**config.mk**
```make
export PLATFORM = sky130hd
export DESIGN_NAME = dadd_flag_commit
export DESIGN_NICKNAME = d
export VERILOG_FILES = /design/src/rtl/xm23_pkg.sv /design/src/rtl/wb_skid_fifo.sv /design/src/rtl/dadd_flag_commit.sv
export SDC_FILE = /design/constraint.sdc
export NUM_CORES = 1
export LEC_CHECK = 0
export CORE_ASPECT_RATIO = 1.4
export CORE_MARGIN = 4
export CORE_UTILIZATION = 50
export DETAILED_ROUTE_END_ITERATION = 10
export PLACE_DENSITY = 0.85
export SLEW_MARGIN = 20
export SYNTH_ARGS = -nofsm -noshare
export SYNTH_HDL_FRONTEND = slang
export SYNTH_SLANG_ARGS = --single-unit
```
**constraint.sdc**
```tcl
create_clock -name clk -period 3.5 [get_ports clk]
set_clock_uncertainty 0.2 [all_clocks]
set_input_delay 0.7 -clock clk [delete_from_list [all_inputs] [get_ports clk]]
set_output_delay 0.7 -clock clk [all_outputs]
set_load 0.01 [all_outputs]
```
**src/rtl/xm23_pkg.sv**
```systemverilog
// Shared XM-23 datapath types: PSW layout, writeback queue entry and queue states.
package xm23_pkg;

    localparam int DATA_W = 16;
    localparam int DST_W  = 3;

    localparam int PSW_C = 0;
    localparam int PSW_Z = 1;
    localparam int PSW_N = 2;
    localparam int PSW_V = 3;

    typedef struct packed {
        logic v;
        logic n;
        logic z;
        logic c;
    } psw_t;

    typedef struct packed {
        logic [DATA_W-1:0] result;
        logic [DST_W-1:0]  dst;
        logic              wr_en;
    } wb_entry_t;

    localparam logic [1:0] Q_EMPTY = 2'd0;
    localparam logic [1:0] Q_ONE   = 2'd1;
    localparam logic [1:0] Q_TWO   = 2'd2;

endpackage

```
**src/rtl/wb_skid_fifo.sv**
```systemverilog
// Two-entry in-order writeback queue; head is always held in r_head so outputs come straight from flops.
module wb_skid_fifo
    import xm23_pkg::*;
(
    input  logic       clk,
    input  logic       rst,
    input  logic       i_valid,
    output logic       o_ready,
    input  wb_entry_t  i_entry,
    output logic       o_valid,
    input  logic       i_ready,
    output wb_entry_t  o_entry,
    output logic [1:0] o_state
);

    // Handshake: a beat moves on a side only in a cycle where its valid and ready are both 1;
    // ready never depends on the same-cycle valid, and o_entry holds while o_valid && !i_ready.
    logic [1:0] r_state;
    wb_entry_t  r_head;
    wb_entry_t  r_tail;
    logic       w_push;
    logic       w_pop;

    assign o_ready = (r_state != Q_TWO);
    assign o_valid = (r_state != Q_EMPTY);
    assign o_entry = r_head;
    assign o_state = r_state;
    assign w_push  = i_valid && o_ready;
    assign w_pop   = o_valid && i_ready;

    always_ff @(posedge clk) begin
        if (rst) begin
            r_state <= Q_EMPTY;
            r_head  <= '0;
            r_tail  <= '0;
        end else begin
            case (r_state)
                Q_EMPTY: begin
                    if (w_push) begin
                        r_head  <= i_entry;
                        r_state <= Q_ONE;
                    end
                end
                Q_ONE: begin
                    if (w_push && w_pop) begin
                        r_head <= i_entry;
                    end else if (w_push) begin
                        r_tail  <= i_entry;
                        r_state <= Q_TWO;
                    end else if (w_pop) begin
                        r_state <= Q_EMPTY;
                    end
                end
                Q_TWO: begin
                    // Full: no push can arrive, so the tail simply slides into the head.
                    if (w_pop) begin
                        r_head  <= r_tail;
                        r_state <= Q_ONE;
                    end
                end
                default: r_state <= Q_EMPTY;
            endcase
        end
    end

endmodule

```
**src/rtl/dadd_flag_commit.sv**
```systemverilog
// Execute-to-writeback stage: derives V/N/Z/C from the adder result, commits them in order,
// feeds the committed carry back to the adder, and queues results for writeback.
module dadd_flag_commit
    import xm23_pkg::*;
(
    input  logic              clk,
    input  logic              rst,
    input  logic              ex_valid,
    output logic              ex_ready,
    input  logic [DATA_W-1:0] ex_result,
    input  logic              ex_carry,
    input  logic              ex_ovf,
    input  logic              ex_byte,
    input  logic [3:0]        ex_flag_mask,
    input  logic              ex_wr_en,
    input  logic [DST_W-1:0]  ex_dst,
    input  logic              flush,
    output logic              wb_valid,
    input  logic              wb_ready,
    output logic [DATA_W-1:0] wb_result,
    output logic [DST_W-1:0]  wb_dst,
    output logic              wb_wr_en,
    output logic [3:0]        psw,
    output logic              psw_carry,
    output logic [1:0]        dbg_q_state
);

    psw_t      r_psw;
    psw_t      w_flags;
    logic      w_accept;
    logic      w_fifo_ready;
    wb_entry_t w_in;
    wb_entry_t w_head;

    assign ex_ready = w_fifo_ready;
    assign w_accept = ex_valid && ex_ready && !flush;

    always_comb begin
        w_flags   = '0;
        w_flags.c = ex_carry;
        w_flags.v = ex_ovf;
        if (ex_byte) begin
            w_flags.z = (ex_result[7:0] == 8'h00);
            w_flags.n = ex_result[7];
        end else begin
            w_flags.z = (ex_result == '0);
            w_flags.n = ex_result[DATA_W-1];
        end
    end

    // Masked-off flags keep their committed value.
    always_ff @(posedge clk) begin
        if (rst) begin
            r_psw <= '0;
        end else if (w_accept) begin
            r_psw <= psw_t'((r_psw & ~ex_flag_mask) | (w_flags & ex_flag_mask));
        end
    end

    assign psw       = r_psw;
    assign psw_carry = r_psw.c;

    always_comb begin
        w_in        = '0;
        w_in.result = ex_result;
        w_in.dst    = ex_dst;
        w_in.wr_en  = ex_wr_en;
    end

    wb_skid_fifo u_fifo (
        .clk     (clk),
        .rst     (rst),
        .i_valid (ex_valid && !flush),
        .o_ready (w_fifo_ready),
        .i_entry (w_in),
        .o_valid (wb_valid),
        .i_ready (wb_ready),
        .o_entry (w_head),
        .o_state (dbg_q_state)
    );

    assign wb_result = w_head.result;
    assign wb_dst    = w_head.dst;
    assign wb_wr_en  = w_head.wr_en;

endmodule

```
==> reports/metrics.yaml <==
min_path:
  min-delay-path-class: "reg2reg"
  holdPathStages: 2
critical_path:
  cp_data_arrival_time_ns: 2.47
  worstRegToRegCells: 5
  crit_cells: 6
  crit_type: "in2reg"
  critPathMaxFanout: 40
  crit_family: "buffers and inverters"
  startpoint_type: "primary input"
  endpoint_kind: "flip-flop"
  crit_buf_inv: 2
  cp.required_ns: 3.51
  critical_path.max_stage_delay_ns: 0.51
  cp_slowest_cell: "clkdlybuf4s50_1"
  cp_cell_sequence: "clkdlybuf4s50_1, nor3b_2, a211o_1, buf_4, nor2_1, a311oi_2"
global_route:
  grt_pass1_wl_um: 8238
  grt_max_degree: 41
  grt_use_met3: 0.04510
  grt_usage: 0.2094
  grtUsageMet1: 0.2350
  grt_busiest_layer: "met2"
  overflow: 0
  first_global_vias: 1870
  antenna_found_initial: 0
  globalRouteMet2Util: 0.3575
cts:
  cts_buffers: 5
  cts_tree: "built"
  hold_buffers: 0
  cts_buffer_depth: 2
  clock_sinks: 46
  cts-resized-gates: 0
  h-tree-depth: 2
  clock_latency_ns: 0.30
  cts_setup_buffers: 0
  clk_pin_slew_worst_paths_ns: 0.09
  cts_root_buffer: "clkbuf_8"
power:
  leakage_nw: 0.9603
  switchingPower_w: 0.0002926
  p_sw_frac: 0.2674
  p_seq_frac: 0.516
  p_per_area_mw_per_mm2: 403.1
  p_int_w: 0.0008018
  power_frac_clock: 0.293
  pwr-share-comb: 0.190
  vdd_drop_max_mv: 0.3936
die:
  boundaryPins: 61
  die_w_um: 61.85
  start_util: 0.5179
  coreArea_mm2: 0.003919
  die-height_um: 83.38
  die_area_mm2: 0.005157
  rows: 27
placement:
  port_buffers: 60
  gp_congestion: 0.7886
  hpwl_um: 3454
  placed_area_mm2: 0.002629
timing:
  fin_crit_sh: 0.7016
  hold_viol_final: 0
  maxSlewHeadroom: 0.5083
  tns_ns: 0
  worstMarginPinSlew_ns: 0.7376
  rsz0062_at_grt: "false"
  setup_viol: 0
  min_period_ns: 2.456
  fmax_ghz: 0.4072
  slew_viol_final: 0
logic_synthesis:
  async_reset_ff_frac: 0
  avgSynthCellArea_um2: 8.386
  synth_warnings: 0
  syn_area_mm2: 0.002029
  yosysTopAreaCell: "dfxtp_1"
  yosys-top-cells-area: "dfxtp_1 45%, nand2_1 15%, a311oi_2 15%"
  syn-num-nets: 274
  yosysUniqueCellTypes: 25
  synth_edf_count: 0
  synth_top_area_share: 0.4538
  synthCells: 242
  synth_flop_cell: "dfxtp_1"
  ys_seq_area_frac: 0.4538
  ys_ff_latch: 46
  yosysMostFrequentCell: "nand2_1"
  synth_common_cells: "81 x nand2_1, 46 x dfxtp_1, 25 x nor2_1"
layout:
  stdcell_area_mm2: 0.002715
  antennaDiodeCount: 0
  drive_gt1_frac: 0.1216
  nets: 327
  fill_cells: 349
  area_growth_pct: 33.79
detailed_routing:
  wl_per_cell_um: 14.84
  drc: 0
  dr.pass1.iters: 4
  routed_wl_um: 5032
  antenna_left: 0
  via_per_inst: 5.563
  vias: 1886
  drt_iter0_drc: 76
run_status:
  status: "finished clean"
flow_run:
  drv_cap: 0
[power groups by stage]
stage | registers, W | logic [W] | clock network (W)
2_1_floorplan | 0.000587 | 0.0000920 | 0
3_3_place_gp | 0.000577 | 0.000203 | 0
3_5_place_dp | 0.000577 | 0.000209 | 0
4_1_cts | 0.000565 | 0.000209 | 0.000325
5_1_grt | 0.000568 | 0.000225 | 0.000346
6_report | 0.000565 | 0.000208 | 0.000321
[path summary, 6_finish.rpt]
| kind | end | start | slack, ns |
|---|---|---|---|
| max | u_fifo.o_entry[19] | ex_valid | 1.04 |
| min | u_fifo.r_tail[10] | u_fifo.r_tail[10] | 0.26 |
| max reg2reg | u_fifo.o_entry[19] | u_fifo.o_state[0] | 1.53 |
| min reg2reg | u_fifo.r_tail[10] | u_fifo.r_tail[10] | 0.26 |
[per-stage QoR]
step | power, W | util | cells | hold slack, ns | setup slack (ns)
finish | 0.001094 | 0.6928 | 339 | 0.2591 | 1.044
floorplan | 0.0006785 | - | 242 | 0.2366 | 1.590
detailed placement | 0.0007858 | 0.6708 | 331 | 0.2469 | 0.7493
CTS | 0.001100 | 0.6928 | 339 | 0.2589 | 1.045
global route | 0.001139 | 0.6928 | 339 | 0.2703 | 0.9197
global placement | 0.0007798 | 0.6708 | 331 | 0.2414 | 0.8598
[logic make-up (layout without fill, tap and decap cells)]
logic type             after synthesis  after routing  synth area share
DFF                                 46             46            0.4538
and+or+nand+nor                    124            124            0.2596
AOI/OAI and AO/OA                   48             48            0.2226
buffers and inverters               20             74           0.04439
muxes                                4              4           0.01973
[placed cells by master (no fill, tap or decap), drive strengths merged, types with 3 or more instances in the layout]
master and instances:
dfxtp 46, clkbuf 6, nor4 3, clkdlybuf4s50 59
buf 5, nor2 25, nor2b 4, mux2i 4
nand2 81, a311oi 21, a21oi 23
[metal layers]
layer	wire, um	share of wire	up-vias
li1	-	-	929
met1	2084	0.41	879
met2	2561	0.51	63
met3	255	0.051	15
met4	131	0.026	0
met5	0	0	-
[worst reg2reg max path, cell delays in order, from the launching register on]
cell and delay [ns]:
dfxtp_1 0.38, nor4b_2 0.35, a211o_1 0.15, buf_4 0.43, nor2_1 0.13, a311oi_2 0.26
[sequential cells by signal, summed over array words and instances (netlist names), named ones only]
signal,flops
u_fifo.o_entry,20
u_fifo.o_state,2
u_fifo.r_tail,20
[final cells by class]
cell class | instances | area, um^2 | share of cell area
clock inverter | 2 | 13.76 | 0.005069
inverter | 2 | 7.507 | 0.002765
sequential | 46 | 920.9 | 0.3392
clock buffer | 6 | 72.57 | 0.02673
multi-input combinational | 176 | 1021 | 0.3760
tap | 43 | 53.80 | 0.01982
timing repair buffer | 64 | 625.6 | 0.2304
Power figures use the tool's default switching activity.
